**src/rtl/id_stage.sv**
```systemverilog
// RV32I decode stage: register file addressing, writeback bypass, immediate
// generation, control decode, load-use hazard detection and the ID/EX register.
module id_stage #(
    parameter int unsigned XLEN      = 32,
    parameter bit          BYPASS_EN = 1'b1
) (
    input  logic            clk,
    input  logic            rst,
    // fetch side
    input  logic            if_valid,
    input  logic [31:0]     if_instr,
    input  logic [XLEN-1:0] if_pc,
    output logic            id_ready,
    input  logic            flush,
    // register file read ports
    output logic [4:0]      A1,
    output logic [4:0]      A2,
    input  logic [31:0]     RD1,
    input  logic [31:0]     RD2,
    // writeback, shared with the register file
    input  logic [4:0]      A3,
    input  logic [31:0]     WD3,
    input  logic            WE3,
    // execute side
    input  logic            ex_ready,
    output logic            ex_valid,
    output logic [XLEN-1:0] ex_pc,
    output logic [XLEN-1:0] ex_rs1_val,
    output logic [XLEN-1:0] ex_rs2_val,
    output logic [XLEN-1:0] ex_imm,
    output logic [4:0]      ex_rd,
    output logic [3:0]      ex_alu_op,
    output logic            ex_alu_src,
    output logic            ex_mem_read,
    output logic            ex_mem_write,
    output logic            ex_reg_write,
    output logic            ex_branch,
    output logic            ex_jump,
    output logic            ex_illegal
);

    localparam logic [6:0] OpR      = 7'b0110011;
    localparam logic [6:0] OpImm    = 7'b0010011;
    localparam logic [6:0] OpLoad   = 7'b0000011;
    localparam logic [6:0] OpStore  = 7'b0100011;
    localparam logic [6:0] OpBranch = 7'b1100011;
    localparam logic [6:0] OpJal    = 7'b1101111;
    localparam logic [6:0] OpJalr   = 7'b1100111;
    localparam logic [6:0] OpLui    = 7'b0110111;
    localparam logic [6:0] OpAuipc  = 7'b0010111;

    logic [6:0]  opcode;
    logic [2:0]  funct3;
    logic        funct7_b5;

    logic [31:0] imm_i, imm_s, imm_b, imm_u, imm_j;

    logic        dec_rs1_used, dec_rs2_used;
    logic [31:0] dec_imm;
    logic [4:0]  dec_rd;
    logic [3:0]  dec_alu_op;
    logic        dec_alu_src, dec_mem_read, dec_mem_write, dec_reg_write;
    logic        dec_branch, dec_jump, dec_illegal;

    logic [XLEN-1:0] op1, op2;
    logic            advance, hazard, capture;

    logic            ex_valid_q;
    logic [XLEN-1:0] ex_pc_q, ex_rs1_val_q, ex_rs2_val_q, ex_imm_q;
    logic [4:0]      ex_rd_q;
    logic [3:0]      ex_alu_op_q;
    logic            ex_alu_src_q, ex_mem_read_q, ex_mem_write_q, ex_reg_write_q;
    logic            ex_branch_q, ex_jump_q, ex_illegal_q;

    assign opcode    = if_instr[6:0];
    assign funct3    = if_instr[14:12];
    assign funct7_b5 = if_instr[30];

    assign imm_i = {{20{if_instr[31]}}, if_instr[31:20]};
    assign imm_s = {{20{if_instr[31]}}, if_instr[31:25], if_instr[11:7]};
    assign imm_b = {{19{if_instr[31]}}, if_instr[31], if_instr[7], if_instr[30:25],
                    if_instr[11:8], 1'b0};
    assign imm_u = {if_instr[31:12], 12'b0};
    assign imm_j = {{11{if_instr[31]}}, if_instr[31], if_instr[19:12], if_instr[20],
                    if_instr[30:21], 1'b0};

    // Opcode decode into control fields, immediate select and operand usage.
    always_comb begin
        dec_rs1_used  = 1'b1;
        dec_rs2_used  = 1'b0;
        dec_imm       = '0;
        dec_rd        = if_instr[11:7];
        dec_alu_op    = 4'b0000;
        dec_alu_src   = 1'b0;
        dec_mem_read  = 1'b0;
        dec_mem_write = 1'b0;
        dec_reg_write = 1'b0;
        dec_branch    = 1'b0;
        dec_jump      = 1'b0;
        dec_illegal   = 1'b0;
        case (opcode)
            OpR: begin
                dec_rs2_used  = 1'b1;
                dec_alu_op    = {funct7_b5, funct3};
                dec_reg_write = 1'b1;
            end
            OpImm: begin
                dec_imm       = imm_i;
                // Only the shift-right pair uses bit 30 to pick arithmetic vs logical.
                dec_alu_op    = {(funct3 == 3'b101) ? funct7_b5 : 1'b0, funct3};
                dec_alu_src   = 1'b1;
                dec_reg_write = 1'b1;
            end
            OpLoad: begin
                dec_imm       = imm_i;
                dec_alu_src   = 1'b1;
                dec_mem_read  = 1'b1;
                dec_reg_write = 1'b1;
            end
            OpStore: begin
                dec_rs2_used  = 1'b1;
                dec_imm       = imm_s;
                dec_alu_src   = 1'b1;
                dec_mem_write = 1'b1;
                dec_rd        = 5'd0;
            end
            OpBranch: begin
                dec_rs2_used  = 1'b1;
                dec_imm       = imm_b;
                dec_alu_op    = 4'b1000;
                dec_branch    = 1'b1;
                dec_rd        = 5'd0;
            end
            OpJal: begin
                dec_rs1_used  = 1'b0;
                dec_imm       = imm_j;
                dec_jump      = 1'b1;
                dec_reg_write = 1'b1;
            end
            OpJalr: begin
                dec_imm       = imm_i;
                dec_jump      = 1'b1;
                dec_alu_src   = 1'b1;
                dec_reg_write = 1'b1;
            end
            OpLui: begin
                dec_rs1_used  = 1'b0;
                dec_imm       = imm_u;
                dec_alu_src   = 1'b1;
                dec_reg_write = 1'b1;
            end
            OpAuipc: begin
                dec_rs1_used  = 1'b0;
                dec_imm       = imm_u;
                dec_alu_src   = 1'b1;
                dec_reg_write = 1'b1;
            end
            default: begin
                dec_illegal   = 1'b1;
            end
        endcase
        // Writes to x0 are architecturally discarded.
        if (dec_rd == 5'd0) begin
            dec_reg_write = 1'b0;
        end
    end

    assign A1 = dec_rs1_used ? if_instr[19:15] : 5'd0;
    assign A2 = if_instr[24:20];

    // Operand select: x0 reads as zero, otherwise same-cycle writeback wins over RD1/RD2.
    always_comb begin
        op1 = XLEN'(RD1);
        op2 = XLEN'(RD2);
        if (A1 == 5'd0) begin
            op1 = '0;
        end else if (BYPASS_EN && WE3 && (A3 == A1)) begin
            op1 = XLEN'(WD3);
        end
        if (A2 == 5'd0) begin
            op2 = '0;
        end else if (BYPASS_EN && WE3 && (A3 == A2)) begin
            op2 = XLEN'(WD3);
        end
    end

    assign advance  = !ex_valid_q || ex_ready;
    assign hazard   = ex_valid_q && ex_mem_read_q && (ex_rd_q != 5'd0) && if_valid &&
                      (((ex_rd_q == A1) && dec_rs1_used) || ((ex_rd_q == A2) && dec_rs2_used));
    assign id_ready = rst || flush || (advance && !hazard);
    assign capture  = advance && if_valid && !hazard;

    // ID/EX register: reset, then flush/bubble clear, then capture; otherwise hold.
    always_ff @(posedge clk) begin
        if (rst) begin
            ex_valid_q     <= 1'b0;
            ex_pc_q        <= '0;
            ex_rs1_val_q   <= '0;
            ex_rs2_val_q   <= '0;
            ex_imm_q       <= '0;
            ex_rd_q        <= 5'd0;
            ex_alu_op_q    <= 4'd0;
            ex_alu_src_q   <= 1'b0;
            ex_mem_read_q  <= 1'b0;
            ex_mem_write_q <= 1'b0;
            ex_reg_write_q <= 1'b0;
            ex_branch_q    <= 1'b0;
            ex_jump_q      <= 1'b0;
            ex_illegal_q   <= 1'b0;
        end else if (flush || (advance && !capture)) begin
            // Data fields are left stale; only validity and flags matter downstream.
            ex_valid_q     <= 1'b0;
            ex_alu_src_q   <= 1'b0;
            ex_mem_read_q  <= 1'b0;
            ex_mem_write_q <= 1'b0;
            ex_reg_write_q <= 1'b0;
            ex_branch_q    <= 1'b0;
            ex_jump_q      <= 1'b0;
            ex_illegal_q   <= 1'b0;
        end else if (capture) begin
            ex_valid_q     <= 1'b1;
            ex_pc_q        <= if_pc;
            ex_rs1_val_q   <= op1;
            ex_rs2_val_q   <= op2;
            ex_imm_q       <= XLEN'($signed(dec_imm));
            ex_rd_q        <= dec_rd;
            ex_alu_op_q    <= dec_alu_op;
            ex_alu_src_q   <= dec_alu_src;
            ex_mem_read_q  <= dec_mem_read;
            ex_mem_write_q <= dec_mem_write;
            ex_reg_write_q <= dec_reg_write;
            ex_branch_q    <= dec_branch;
            ex_jump_q      <= dec_jump;
            ex_illegal_q   <= dec_illegal;
        end
    end

    assign ex_valid     = ex_valid_q;
    assign ex_pc        = ex_pc_q;
    assign ex_rs1_val   = ex_rs1_val_q;
    assign ex_rs2_val   = ex_rs2_val_q;
    assign ex_imm       = ex_imm_q;
    assign ex_rd        = ex_rd_q;
    assign ex_alu_op    = ex_alu_op_q;
    assign ex_alu_src   = ex_alu_src_q;
    assign ex_mem_read  = ex_mem_read_q;
    assign ex_mem_write = ex_mem_write_q;
    assign ex_reg_write = ex_reg_write_q;
    assign ex_branch    = ex_branch_q;
    assign ex_jump      = ex_jump_q;
    assign ex_illegal   = ex_illegal_q;

endmodule

```
**config.mk**
```make
export PLATFORM = sky130hd
export DESIGN_NAME = id_stage
export DESIGN_NICKNAME = d
export VERILOG_FILES = /design/src/rtl/id_stage.sv
export SDC_FILE = /design/constraint.sdc
export NUM_CORES = 1
export LEC_CHECK = 0
export BUFFER_PORTS_ARGS = -buffer_cell sky130_fd_sc_hd__buf_2
export CAP_MARGIN = 20
export CORE_AREA = 2 2 128 130
export CTS_BUF_LIST = sky130_fd_sc_hd__clkbuf_16
export DETAILED_ROUTE_END_ITERATION = 6
export DIE_AREA = 0 0 130 132
export PLACE_DENSITY = 0.79
export RECOVER_POWER = 25
export SKIP_CTS_REPAIR_TIMING = 1
export SLEW_MARGIN = 30
export SYNTH_ARGS = -nofsm -noshare
export SYNTH_HDL_FRONTEND = slang
export SYNTH_SLANG_ARGS = --single-unit
```
**constraint.sdc**
```tcl
create_clock -name clk -period 3 [get_ports clk]
set_input_delay 0.15 -clock clk [delete_from_list [all_inputs] [get_ports clk]]
set_output_delay 0.15 -clock clk [all_outputs]
set_load 0.1 [all_outputs]
```
[Word level (Yosys, flattened, before mapping)]
Cells that the tools add are included.
Storage, ports and cells
  register bits: 145
  bits in latches: 0
  bits in writable memories: 0
  ROM bits: 0
  input bits: 171
  word-level logic and storage cells: 83
  memories: 0
Cells by class
  add/subtract/negate cells: 0
  $mul: 0
  divide/modulo/power cells: 0
  order comparisons: 0
  eq/ne operators: 14
  shift-type cells: 0
  mux-type cells: 19
  bitwise gates (word level): 1
  reduce and logical (&&, ||, !) cells: 35
Operators by type and width (number)
  32-bit one-hot mux with 5 select lines: 1
  32-bit 2-to-1 mux: 4
  7-bit by 6-bit == test with 1-bit output (second input constant): 3
  7-bit == test (second input constant): 3
  5-bit == test: 4
  5-bit logical NOT: 3
  7-bit by 5-bit == test with 1-bit output (second input constant): 2
  1-bit logical AND: 12
  4-bit one-hot mux with 3 select lines: 1
  1-bit 2-to-1 mux: 11
  5-bit 2-to-1 mux: 2
  3-bit OR reduction: 3
  9-bit OR reduction: 1
  2-bit OR reduction: 4
  7-bit by 2-bit == test with 1-bit output (second input constant): 1
  7-bit OR reduction: 1
  6-bit OR reduction: 1
  1-bit logical OR: 5
  5-bit nonzero test: 1
  3-bit == test (second input constant): 1
  1-bit logical NOT: 3
  2-bit AND reduction: 1
  1-bit NOT: 1

[Longest topological paths before layout]
Gate-level depths: netlist of the first run.
  depth after elaboration: 14
  depth in mapped cells: 10

[Least setup slack after synthesis of the first run]
Ideal clock, no wire load.
  path kind: register to output
  start point: register ex_rd_q[0], in the netlist ex_rd[0]
  end point: output port id_ready
  data arrival time: 3933 ps
  path slack: -1083 ps
  stages on the path, launching flop included: 6
  buffers on the path: 0
  path through: dfxtp_1 or4_1 o211ai_1 or4_4 o21ai_0 o21ai_0
On the way
  longest elaborated chain between the ends: 7
RTL lines
  from (decl): RTL line 70  | logic [4:0] ex_rd_q;
  from (signal assigned): RTL line 226  | ex_rd_q <= dec_rd;
  5-bit == test / 5-bit nonzero test (equally long branches): RTL line 189, 188
  1-bit logical AND, on equally long branches: RTL line 189, 188
  1-bit logical OR / 1-bit logical AND (equally long branches): RTL line 189, 188
  1-bit logical AND *: RTL line 188  | assign hazard = ex_valid_q && ex_mem_read_q && (ex_rd_q != 5'd0) && if_valid &&
  1-bit logical NOT *: RTL line 190  | assign id_ready = rst || flush || (advance && !hazard);
  1-bit logical AND *: RTL line 190
  1-bit logical OR *: RTL line 190
  to (decl): RTL line 13  | output logic id_ready,
Mark *: on every way between the ends. The rest lies on a longest branch, timed or not.

[Final worst setup path of the first run]
  start point: register ex_mem_read_q, in the netlist ex_mem_read
  end point: output port id_ready
On the way
  longest elaborated chain between the ends: 7
RTL lines
  from (decl): RTL line 72  | logic ex_alu_src_q, ex_mem_read_q, ex_mem_write_q, ex_reg_write_q;
  from (signal assigned): RTL line 229  | ex_mem_read_q <= dec_mem_read;
  1-bit logical AND (4 in series): RTL line 188
  1-bit logical NOT: RTL line 190
  1-bit logical AND: RTL line 190
  1-bit logical OR: RTL line 190
Every way passes these cells.

==> results of run 1 <==
==> stage by stage <==
stage                     hold slack [ps]  area, µm²  power [mW]  setup slack (ps)  cells
after floorplan                       227       6520        3.10               182    717
final                               -21.0       9040        5.66               428   1263
after CTS                           -65.7       8880        5.67               410   1238
after detailed placement              368       8250        3.41               649   1206
after global routing                 3.88       9040        5.84               329   1263
after global placement                372       8250        3.40               681   1206
==> cell type report <==
type / count / area [µm²]
Timing Repair Buffer: 365 / 1950
Tap cell: 216 / 270
Inverter: 5 / 18.8
Clock inverter: 15 / 205
Sequential cell: 145 / 2900
Multi-Input combinational cell: 500 / 3270
Fill cell: 1432 / 6670
Clock buffer: 17 / 425
==> cells in the mapped netlist (9+ instances only) <==
cell | n | area [µm²]
sky130_fd_sc_hd__nand2_1 | 88 | 330
sky130_fd_sc_hd__nand3b_1 | 33 | 248
sky130_fd_sc_hd__buf_4 | 15 | 113
sky130_fd_sc_hd__a211oi_1 | 20 | 150
sky130_fd_sc_hd__dfxtp_1 | 145 | 2900
sky130_fd_sc_hd__nor3_1 | 32 | 160
sky130_fd_sc_hd__xnor2_1 | 9 | 78.8
sky130_fd_sc_hd__o2bb2ai_1 | 32 | 280
sky130_fd_sc_hd__clkbuf_1 | 28 | 105
sky130_fd_sc_hd__a21oi_1 | 50 | 250
sky130_fd_sc_hd__nor2_1 | 42 | 158
sky130_fd_sc_hd__buf_2 | 23 | 115
sky130_fd_sc_hd__nand3_1 | 20 | 100
sky130_fd_sc_hd__o31ai_1 | 35 | 263
sky130_fd_sc_hd__mux2i_1 | 65 | 651
==> cells by family after synthesis <==
| logic type | count (synthesis) |
|---|---|
| multiplexers | 65 |
| AND/OR/NAND/NOR | 251 |
| XOR/XNOR | 16 |
| flip-flops | 145 |
| buffers and inverters | 72 |
| AO/OA/AOI/OAI | 168 |
==> placed cells by master (no fill, tap or decap), drive strengths merged, types with 5 or more instances in the layout <==
| cell type | n |
|---|---|
| a21oi | 51 |
| nand2 | 88 |
| buf | 265 |
| clkinv | 6 |
| clkbuf | 92 |
| nand3b | 33 |
| nor2 | 43 |
| dlygate4sd3 | 25 |
| mux2i | 65 |
| inv | 9 |
| or4 | 5 |
| nor2b | 5 |
| o31ai | 35 |
| xnor2 | 9 |
| a211oi | 21 |
| o2bb2ai | 32 |
| dfxtp | 145 |
| o21ai | 5 |
| a221oi | 5 |
| xor2 | 7 |
| nor3 | 32 |
| nand3 | 21 |
==> critical path, delay by kind of cell, from the launching register on <==
kind            cells  cell delay, ps
compound gates      3             650
buf+inv             1             190
flops               1             370
simple gates        2             800
==> layer usage <==
layer	vias up	part of all wire
met4	0	0.031
met1	3057	0.40
met2	345	0.49
li1	3230	-
met3	50	0.077
met5	-	0
==> flip-flops by register name, summed over array words and instances (netlist names) <==
register	count
ex_alu_op	4
ex_alu_src	1
ex_branch	1
ex_illegal	1
ex_imm	32
ex_jump	1
ex_mem_read	1
ex_mem_write	1
ex_pc	32
ex_rd	5
ex_reg_write	1
ex_rs1_val	32
ex_rs2_val	32
ex_valid	1
==> power groups by stage <==
stage | combinational [mW] | clock (mW) | sequential (mW)
floorplan | 0.355 | 0 | 2.75
global route | 1.38 | 2.38 | 2.08
detailed placement | 1.30 | 0 | 2.11
finish | 1.32 | 2.27 | 2.07
CTS | 1.31 | 2.30 | 2.07
global placement | 1.29 | 0 | 2.11
==> how the worst min path moves through the flow <==
stage	startpoint	slack, ps	endpoint
floorplan	flush	230	ex_valid
global placement	flush	370	ex_valid
detailed placement	flush	370	ex_valid
CTS	flush	-70	ex_valid
global route	RD1[8]	4	ex_rs1_val[8]
finish	if_pc[22]	-20	ex_pc[22]
==> results.ini, run 1 <==
[power]
pwr_density_cell_nw_per_um2 = 626
clockPowerShare = 0.401
netSwitchingPower_mw = 1.96
power.ir.vdd_worst_mv = 0.417
cellInternalPower_mw = 3.71
switching_share = 0.345
combPwrFrac = 0.234
sequential_power_share = 0.365
leakage_nw = 3.66

[logic_synthesis]
synth-seq-area-share = 0.445
post_synth_fa_ha_maj_area_fraction = 0
syn_area_um2 = 6520
synth.lib_cells_used.distinct = 50
synth-warning-count = 0
number_of_flops_mapped_to_enable_cells_by_yosys = 0
synth.area.mux_share = 0.0998
synthXorXnorAreaFrac = 0.0215
synthSimpleGateAreaFrac = 0.193
netlist_instances = 717
synth_async_sr_flop_share = 0
avgSynthCellArea_um2 = 9.09
synth_top_family_by_area = simple AND/OR/NAND/NOR gates
synth.net_count = 888
synth-compound-area-share = 0.185
dominantRegCellSynth = sky130_fd_sc_hd__dfxtp_1
synth-seq-cells = 145

[die]
placement_rows = 46
floorplan.core_area_um2 = 15700
floorplan.initialDensity = 0.415
die_area_um2 = 17200
top_level_ports = 327
die_w_um = 130
die_boundary_height_um = 132

[grt]
global_route.usage.total = 0.226
antenna_violations_before_repair = 0
global_route_met1_usage = 0.274
met3_usage = 0.0491
grt_use_met2 = 0.387
via_count_of_the_first_global_routing_pass = 6197
grt.busiest_layer = met2
pin_count_of_the_biggest_net_entering_global_routing = 74
grt_first_pass_wirelength_mm = 31.1
global_route.overflow_total = 0

[placed_design]
place.detailed.hpwl_mm = 14.7
port_buffers = 326
gp_congestion = 0.963

[routing]
antenna_left = 0
drt_pass1_iterations = 5
drt-wirelength-per-cell_um = 16.6
via_per_inst = 5.29
drc_errors = 0
drt-initial-drc-count = 478
route.final.wire_length_mm = 20.9
routed-via-count = 6682

[timing]
setup-violations-final = 0
final_max_slew_viol_count = 0
timing.clock.skew_ps = 7.98
fin_setup_tns_ps = 0
max-slew-margin-rel = 0.191
min_period_ps = 2570
setup_repair_after_global_routing_missed_its_margin = false
max_freq_mhz = 389
worst_slew_pin_slew_ps = 1220
finalHoldWorstSlack_ps = -21.0
period_share = 0.857
endpoints_failing_hold = 9

[setup_path]
worst_path_largest_cell_delay_ps = 580
worstSetupEndpointType = output port
critical_path_sink = id_ready
r2r_cells = 7
crit_path_max_fanout = 4
cp_data_arrival_time_ps = 2420
terminus_of_the_critical_flop_to_flop_path = ex_rs2_val[15]
timing_worst_setup_path_type = reg2out
crit_path_cell_chain = and3_1 -> o21ai_1 -> or4_4 -> o21ai_0 -> o21ai_2 -> buf_12
cp_data_required_time_ps = 2850
reg_to_reg_start = ex_mem_read
cp-startpoint = ex_mem_read
reg2reg_slack_ps = 600
startpoint_type = flop
crit_slowest_cell = sky130_fd_sc_hd__or4_4

[clock_tree]
number_of_buffers_created_by_cts = 17
clock_sinks = 145
insertion_delay_ps = 410
tritoncts_clock_tree = done
cts_root_buf = sky130_fd_sc_hd__clkbuf_16
cts_buffer_depth = 2
clk_transition_reported_paths_ps = 60
ctsHtreeMaxLevel = 4

[layout]
num_antenna_cells = 0
final_net_count = 1205
fraction_of_final_layout_cells_sized_beyond_drive_strength_1 = 0.293
synthToLayoutAreaGrowth_pct = 38.7
layout.core_utilization = 0.575

[outcome]
violations = hold timing
outcome = complete, but fails checks

[min_path]
hold_depth = 3
min-delay-path-class = in2reg

[job]
cap_violations = 0

Note: power is estimated with default switching activity, not from simulation.
==> run 2, diff against run 1 <==
==> constraint.sdc (replaced) <==
create_clock -name clk -period 3 [get_ports clk]
set_input_delay 0.6 -clock clk [delete_from_list [all_inputs] [get_ports clk]]
set_output_delay 0.6 -clock clk [all_outputs]
set_load 0.1 [all_outputs]
==> run 2 against run 1 <==
  * The flow now finishes without violations
  * Register-to-register slack gained 60 ps
  * Sequential power is essentially flat
  * Clock skew grew 0.54 ps
  * Non-clock buffer count shrank 13
  * Routed wire length shrank 3.0%
  * Fmax shrank 9.0%
  * Critical path depth is the same
  * Clock power shrank 7%
  * Design area shrank 1.5%
  * Critical endpoint unchanged
  * Largest power group unchanged
==> results.ini, run 2 (synthesis results as in run 1) <==
[outcome]
outcome = finished clean  ; was complete, but fails checks

[setup_path]
crit_path_max_fanout = 5  ; was 4
worstSetupEndpointType = output port  ; unchanged
reg_to_reg_start = ex_rd[0]  ; was ex_mem_read
reg2reg_slack_ps = 660  ; was 600 ps
r2r_cells = 7  ; unchanged
cp_data_required_time_ps = 2400  ; was 2850 ps
startpoint_type = flop  ; unchanged
terminus_of_the_critical_flop_to_flop_path = ex_imm[11]  ; was ex_rs2_val[15]
cp_data_arrival_time_ps = 2230  ; was 2420 ps
timing_worst_setup_path_type = reg2out  ; unchanged

[timing]
worst_slew_pin_slew_ps = 1230  ; was 1220 ps
fin_setup_tns_ps = 0  ; unchanged
min_period_ps = 2830  ; was 2570 ps
max_freq_mhz = 354  ; was 389 MHz
max-slew-margin-rel = 0.186  ; was 0.191
setup_repair_after_global_routing_missed_its_margin = false  ; unchanged
finalHoldWorstSlack_ps = 409  ; was -21.0 ps
period_share = 0.942  ; was 0.857
endpoints_failing_hold = 0  ; was 9
setup-violations-final = 0  ; unchanged
timing.clock.skew_ps = 8.52  ; was 7.98 ps
final_max_slew_viol_count = 0  ; unchanged

[clock_tree]
clk_transition_reported_paths_ps = 60  ; about the same
insertion_delay_ps = 420  ; was 410 ps
number_of_buffers_created_by_cts = 17  ; unchanged
tritoncts_clock_tree = done  ; unchanged
ctsHtreeMaxLevel = 4  ; unchanged
clock_sinks = 145  ; unchanged
cts_buffer_depth = 2  ; unchanged
cts_root_buf = sky130_fd_sc_hd__clkbuf_16  ; unchanged

[power]
power.ir.vdd_worst_mv = 0.374  ; was 0.417 mV
pwr_density_cell_nw_per_um2 = 615  ; was 626 nW/µm²
leakage_nw = 3.61  ; was 3.66 nW

[routing]
antenna_left = 0  ; unchanged
routed-via-count = 6583  ; was 6,682
via_per_inst = 5.27  ; was 5.29
drc_errors = 0  ; unchanged
drt-wirelength-per-cell_um = 16.2  ; was 16.6 µm
drt-initial-drc-count = 499  ; was 478
drt_pass1_iterations = 5  ; unchanged
route.final.wire_length_mm = 20.3  ; was 20.9 mm

[placed_design]
place.detailed.hpwl_mm = 14.9  ; was 14.7 mm
port_buffers = 326  ; unchanged
gp_congestion = 0.925  ; was 0.963

[min_path]
whs_endpoint = ex_valid  ; was ex_pc[22]
hold_depth = 2  ; was 3
min-delay-path-class = in2reg  ; unchanged
timing.hold.worst.start = flush  ; was if_pc[22]

[die]
die_boundary_height_um = 132  ; unchanged
floorplan.initialDensity = 0.415  ; unchanged
die_w_um = 130  ; unchanged
placement_rows = 46  ; unchanged
floorplan.core_area_um2 = 15700  ; unchanged
top_level_ports = 327  ; unchanged
die_area_um2 = 17200  ; unchanged

[layout]
mostFrequentLayoutCell = sky130_fd_sc_hd__buf_2  ; unchanged
seqCellArea_um2 = 2900  ; unchanged
layout.core_utilization = 0.567  ; was 0.575
fraction_of_final_layout_cells_sized_beyond_drive_strength_1 = 0.313  ; was 0.293
fill_cells = 1479  ; was 1,432
num_antenna_cells = 0  ; unchanged
multi_input_comb_area_um2 = 3290  ; was 3270 µm²
final_net_count = 1192  ; was 1,205
mostFrequentLayoutCells = sky130_fd_sc_hd__buf_2, sky130_fd_sc_hd__dfxtp_1, sky130_fd_sc_hd__nand2_1  ; unchanged
synthToLayoutAreaGrowth_pct = 36.6  ; was 38.7%

[grt]
pin_count_of_the_biggest_net_entering_global_routing = 92  ; was 74
grt_first_pass_wirelength_mm = 31.4  ; was 31.1 mm
global_route.usage.total = 0.228  ; was 0.226
via_count_of_the_first_global_routing_pass = 6259  ; was 6,197
antenna_violations_before_repair = 0  ; unchanged
global_route.overflow_total = 0  ; unchanged

[job]
cap_violations = 0  ; unchanged

-- run 2: changes by cell type in the layout (fill, tap and decap cells not counted), sizes merged --
cell,change
buf,+12
bufinv,-2
clkinv,+2
dlygate4sd3,-25
-- run 2: final cells by class --
cell class	count	share of cell area
Clock inverter	15	0.0177
Timing Repair Buffer	352	0.206
Inverter	5	0.00211
Sequential cell	145	0.326
Multi-Input combinational cell	500	0.370
Clock buffer	17	0.0478
Tap cell	216	0.0303
-- run 2: how the worst max path moves through the flow --
stage | start | end | slack (ps) | cells after the start
6_report | ex_rd[1] | id_ready | 170 | 6
5_1_grt | ex_rd[0] | id_ready | 110 | 6
4_1_cts | ex_rd[1] | id_ready | 50 | 6
3_5_place_dp | if_instr[15] | id_ready | 230 | 7
3_3_place_gp | if_instr[15] | id_ready | 230 | 7
2_1_floorplan | ex_rd[0] | id_ready | -230 | 5
-- run 2: metrics by stage --
| stage | setup WS (ps) | area [µm²] | std cells | total power [mW] |
|---|---|---|---|---|
| 3_3_place_gp | 228 | 8420 | 1218 | 3.42 |
| 5_1_grt | 105 | 8910 | 1250 | 5.67 |
| 2_1_floorplan | -232 | 6540 | 717 | 3.11 |
| 6_report | 174 | 8910 | 1250 | 5.48 |
| 3_5_place_dp | 231 | 8420 | 1218 | 3.43 |
| 4_1_cts | 52.9 | 9000 | 1250 | 5.53 |
-- run 2: report_power, final --
group	switching, mW	internal (mW)
Sequential	0.0498	2.02
Clock	0.868	1.23
Combinational	1.03	0.279
-- run 2: metal layers --
metal	share of wire	vias up	wire length, µm	GRT usage
li1	-	3202	-	-
met3	0.077	41	1560	0.0503
met2	0.50	318	10100	0.390
met5	0	-	0	0
met1	0.40	3022	8200	0.276
met4	0.023	0	473	0.0926
-- run 2: worst max-delay path, cell delays in order (launching register included) --
cell and delay, ps:
sky130_fd_sc_hd__dfxtp_1 460, sky130_fd_sc_hd__or4_1 180, sky130_fd_sc_hd__o21ai_1 60, sky130_fd_sc_hd__or4_4 580, sky130_fd_sc_hd__o21ai_1 260, sky130_fd_sc_hd__o21ai_4 90, sky130_fd_sc_hd__buf_12 170
==> run 3, diff against run 2 <==
ABC_AREA = 1   (was not set)
CORE_AREA = not set   (was 2 2 128 130)
CORE_UTILIZATION = 53   (was not set)
DIE_AREA = not set   (was 0 0 130 132)
PLACE_DENSITY = 0.91   (was 0.79)
==> run 3 against run 2 <==
  * Sequential share of layout area shrank 4.4 points
  * Fmax grew 1.0%
  * Non-clock buffer count shrank 8
  * Sequential power grew 3%
  * Sequential cell count is the same
  * Register-to-register slack gained 130 ps
  * Synthesized cell count grew 91%
  * Area after synthesis grew 26%
  * Final cell count grew 49%
  * Clock power is essentially flat
  * Worst setup slack gained 28 ps
  * Critical endpoint unchanged
  * Largest power group is now registers
==> results.ini, run 3 <==
[timing]
min_period_ps = 2800  ; was 2830 ps
final_critical_path_setup_slack_ps = 202  ; was 174 ps
period_share = 0.933  ; was 0.942
timing.clock.skew_ps = 7.57  ; was 8.52 ps
setup-violations-final = 0  ; unchanged
worst_slew_pin_slew_ps = 1260  ; was 1230 ps
fin_setup_tns_ps = 0  ; unchanged
max-slew-margin-rel = 0.164  ; was 0.186
max_freq_mhz = 357  ; was 354 MHz
setup_repair_after_global_routing_missed_its_margin = false  ; unchanged
final_max_slew_viol_count = 0  ; unchanged
finalHoldWorstSlack_ps = 400  ; was 409 ps
endpoints_failing_hold = 0  ; unchanged

[layout]
fraction_of_final_layout_cells_sized_beyond_drive_strength_1 = 0.195  ; was 0.313
mostFrequentLayoutCell = sky130_fd_sc_hd__nand2_1  ; was sky130_fd_sc_hd__buf_2
final_cells = 1858  ; was 1,250
final_net_count = 1830  ; was 1,192
synthToLayoutAreaGrowth_pct = 25.2  ; was 36.6%
mostFrequentLayoutCells = sky130_fd_sc_hd__nand2_1, sky130_fd_sc_hd__inv_1, sky130_fd_sc_hd__buf_2  ; was sky130_fd_sc_hd__buf_2, sky130_fd_sc_hd__dfxtp_1, sky130_fd_sc_hd__nand2_1

[setup_path]
r2r_cells = 16  ; was 7
timing_worst_setup_path_type = in2out  ; was reg2out
cp_data_arrival_time_ps = 2200  ; was 2230 ps
crit_path_max_fanout = 19  ; was 5
startpoint_type = input pin  ; was flop
cp_data_required_time_ps = 2400  ; about the same
worstSetupEndpointType = output port  ; unchanged

[logic_synthesis]
post_synth_fa_ha_maj_area_fraction = 0  ; unchanged
synth.area.mux_share = 0  ; was 0.0998
synth_top_family_by_area = simple AND/OR/NAND/NOR gates  ; unchanged
syn_area_um2 = 8230  ; was 6520 µm²
ys_top_cells_by_area = sky130_fd_sc_hd__dfxtp_1, sky130_fd_sc_hd__nand2_1, sky130_fd_sc_hd__inv_1  ; was sky130_fd_sc_hd__dfxtp_1, sky130_fd_sc_hd__mux2i_1, sky130_fd_sc_hd__nand2_1
netlist_instances = 1373  ; was 717
post-synth-top-count-cell = sky130_fd_sc_hd__nand2_1  ; was sky130_fd_sc_hd__dfxtp_1
synth-warning-count = 0  ; unchanged
synth.cells.most_frequent = sky130_fd_sc_hd__nand2_1, sky130_fd_sc_hd__inv_1, sky130_fd_sc_hd__nor2_1  ; was sky130_fd_sc_hd__dfxtp_1, sky130_fd_sc_hd__nand2_1, sky130_fd_sc_hd__mux2i_1
synthXorXnorAreaFrac = 0.00319  ; was 0.0215
post-synth-top-area-fraction = 0.353  ; was 0.445
synth.net_count = 1544  ; was 888
dominantRegCellSynth = sky130_fd_sc_hd__dfxtp_1  ; unchanged
synthSimpleGateAreaFrac = 0.367  ; was 0.193
synth-seq-cells = 145  ; unchanged
synth-seq-area-share = 0.353  ; was 0.445
synth-compound-area-share = 0.0906  ; was 0.185
avgSynthCellArea_um2 = 6.00  ; was 9.09 µm²
synth.lib_cells_used.distinct = 31  ; was 50
largest_area_contributor_in_the_synthesized_netlist = sky130_fd_sc_hd__dfxtp_1  ; unchanged
synth_async_sr_flop_share = 0  ; unchanged
number_of_flops_mapped_to_enable_cells_by_yosys = 0  ; unchanged

[outcome]
outcome = finished clean  ; unchanged

[routing]
drt-initial-drc-count = 929  ; was 499
via_per_inst = 5.04  ; was 5.27
routed-via-count = 9370  ; was 6,583
drt-wirelength-per-cell_um = 14.1  ; was 16.2 µm
drc_errors = 0  ; unchanged
route.final.wire_length_mm = 26.2  ; was 20.3 mm
drt_pass1_iterations = 6  ; was 5
antenna_left = 0  ; unchanged

[placed_design]
gp_congestion = 0.912  ; was 0.925
dpl.cell_count = 1828  ; was 1,218
port_buffers = 326  ; unchanged
dp_worst_setup_slack_ps = 246  ; was 231 ps
place.detailed.hpwl_mm = 18.8  ; was 14.9 mm

[clock_tree]
number_of_buffers_created_by_cts = 17  ; unchanged
tritoncts_clock_tree = done  ; unchanged
ctsHtreeMaxLevel = 4  ; unchanged
clock_sinks = 145  ; unchanged
clk_transition_reported_paths_ps = 60  ; about the same
cts_root_buf = sky130_fd_sc_hd__clkbuf_16  ; unchanged
cts_buffer_depth = 2  ; unchanged
insertion_delay_ps = 420  ; about the same

[grt]
via_count_of_the_first_global_routing_pass = 8079  ; was 6,259
grt_first_pass_wirelength_mm = 39.9  ; was 31.4 mm
global_route.overflow_total = 0  ; unchanged
antenna_violations_before_repair = 2  ; was 0
pin_count_of_the_biggest_net_entering_global_routing = 112  ; was 92
global_route.usage.total = 0.318  ; was 0.228

[min_path]
min-delay-path-class = in2reg  ; unchanged
hold_depth = 3  ; was 2

[die]
die_area_um2 = 16000  ; was 17,200 µm²
placement_rows = 45  ; was 46
die_boundary_height_um = 127  ; was 132 µm
die_w_um = 127  ; was 130 µm
floorplan.core_area_um2 = 15200  ; was 15,700 µm²
top_level_ports = 327  ; unchanged
floorplan.initialDensity = 0.542  ; was 0.415

[power]
clockPowerShare = 0.341  ; was 0.384
sequential_power_share = 0.348  ; was 0.377
leakage_nw = 5.95  ; was 3.61 nW
switching_share = 0.396  ; was 0.356
cellInternalPower_mw = 3.70  ; was 3.53 mW
combPwrFrac = 0.311  ; was 0.239
power.ir.vdd_worst_mv = 0.437  ; was 0.374 mV
netSwitchingPower_mw = 2.43  ; was 1.95 mW
pwr_density_cell_nw_per_um2 = 594  ; was 615 nW/µm²

[job]
cap_violations = 0  ; unchanged

[run 3: cell types whose count changed after synthesis, sizes merged, moves of 21 or more]
cell,before,now
o21ai,5,65
o2bb2ai,32,0
nand4,4,59
nand2,88,416
mux2i,65,0
nor2,43,208
o31ai,35,0
nor3,32,6
inv,5,280
nand3b,33,0
a211oi,21,0
[run 3: area by class of cell]
class	count	area, µm²
fill	1384	4890
multi-input combinational	871	3810
sequential	145	2900
timing repair buffer	344	1740
inverter	280	1050
clock buffer	17	425
tap	188	235
clock inverter	12	143
antenna	1	2.50
[run 3: routing by layer]
metal	wire, µm	vias up	share of wire	GRT usage
met2	12000	575	0.46	0.520
li1	-	4689	-	-
met1	10300	4021	0.39	0.390
met4	1000	2	0.038	0.141
met5	13	-	0.00050	0
met3	2930	83	0.11	0.0915
[run 3: path summary, 6_finish.rpt]
path / startpoint / end / slack, ps
worst min-delay path: if_pc[9] / ex_pc[9] / 400
worst min register to register: ex_rs2_val[16] / ex_rs2_val[16] / 510
worst max register to register: ex_rd[4] / ex_imm[29] / 790
worst max-delay path: if_instr[6] / id_ready / 200
[run 3: power groups by stage]
stage               Clock [mW]  Combinational, mW  Sequential [mW]
finish                    2.09               1.91             2.13
global route              2.21               2.02             2.14
CTS                       2.12               1.92             2.13
detailed placement           0               1.91             2.17
global placement             0               1.89             2.16
floorplan                    0              0.613             3.07
[run 3: cells by family (layout without fill, tap and decap cells)]
family                    Yosys count  count (layout)
and+or+nand+nor                   728             728
buffers and inverters             357             653
DFF                               145             145
AOI/OAI and AO/OA                 140             140
xor gates and xnor gates            3               3
other                               0               1
[run 3: through the flow]
stage / util / area, µm² / total power [mW]
after floorplan: - / 8240 / 3.69
after global placement: 0.647 / 9830 / 4.06
after detailed placement: 0.647 / 9830 / 4.08
after CTS: 0.684 / 10400 / 6.16
after global routing: 0.678 / 10300 / 6.37
final: 0.678 / 10300 / 6.13
[run 3: critical path: stages]
cell and delay, ps:
sky130_fd_sc_hd__buf_2 130, sky130_fd_sc_hd__nor2_2 190, sky130_fd_sc_hd__nand3_4 240, sky130_fd_sc_hd__nand3_1 260, sky130_fd_sc_hd__nand2_1 70, sky130_fd_sc_hd__nand2_1 60
sky130_fd_sc_hd__nand3_1 80, sky130_fd_sc_hd__nand2_1 80, sky130_fd_sc_hd__nand2_2 90, sky130_fd_sc_hd__nand2_1 80, sky130_fd_sc_hd__nand3_2 90, sky130_fd_sc_hd__buf_12 180
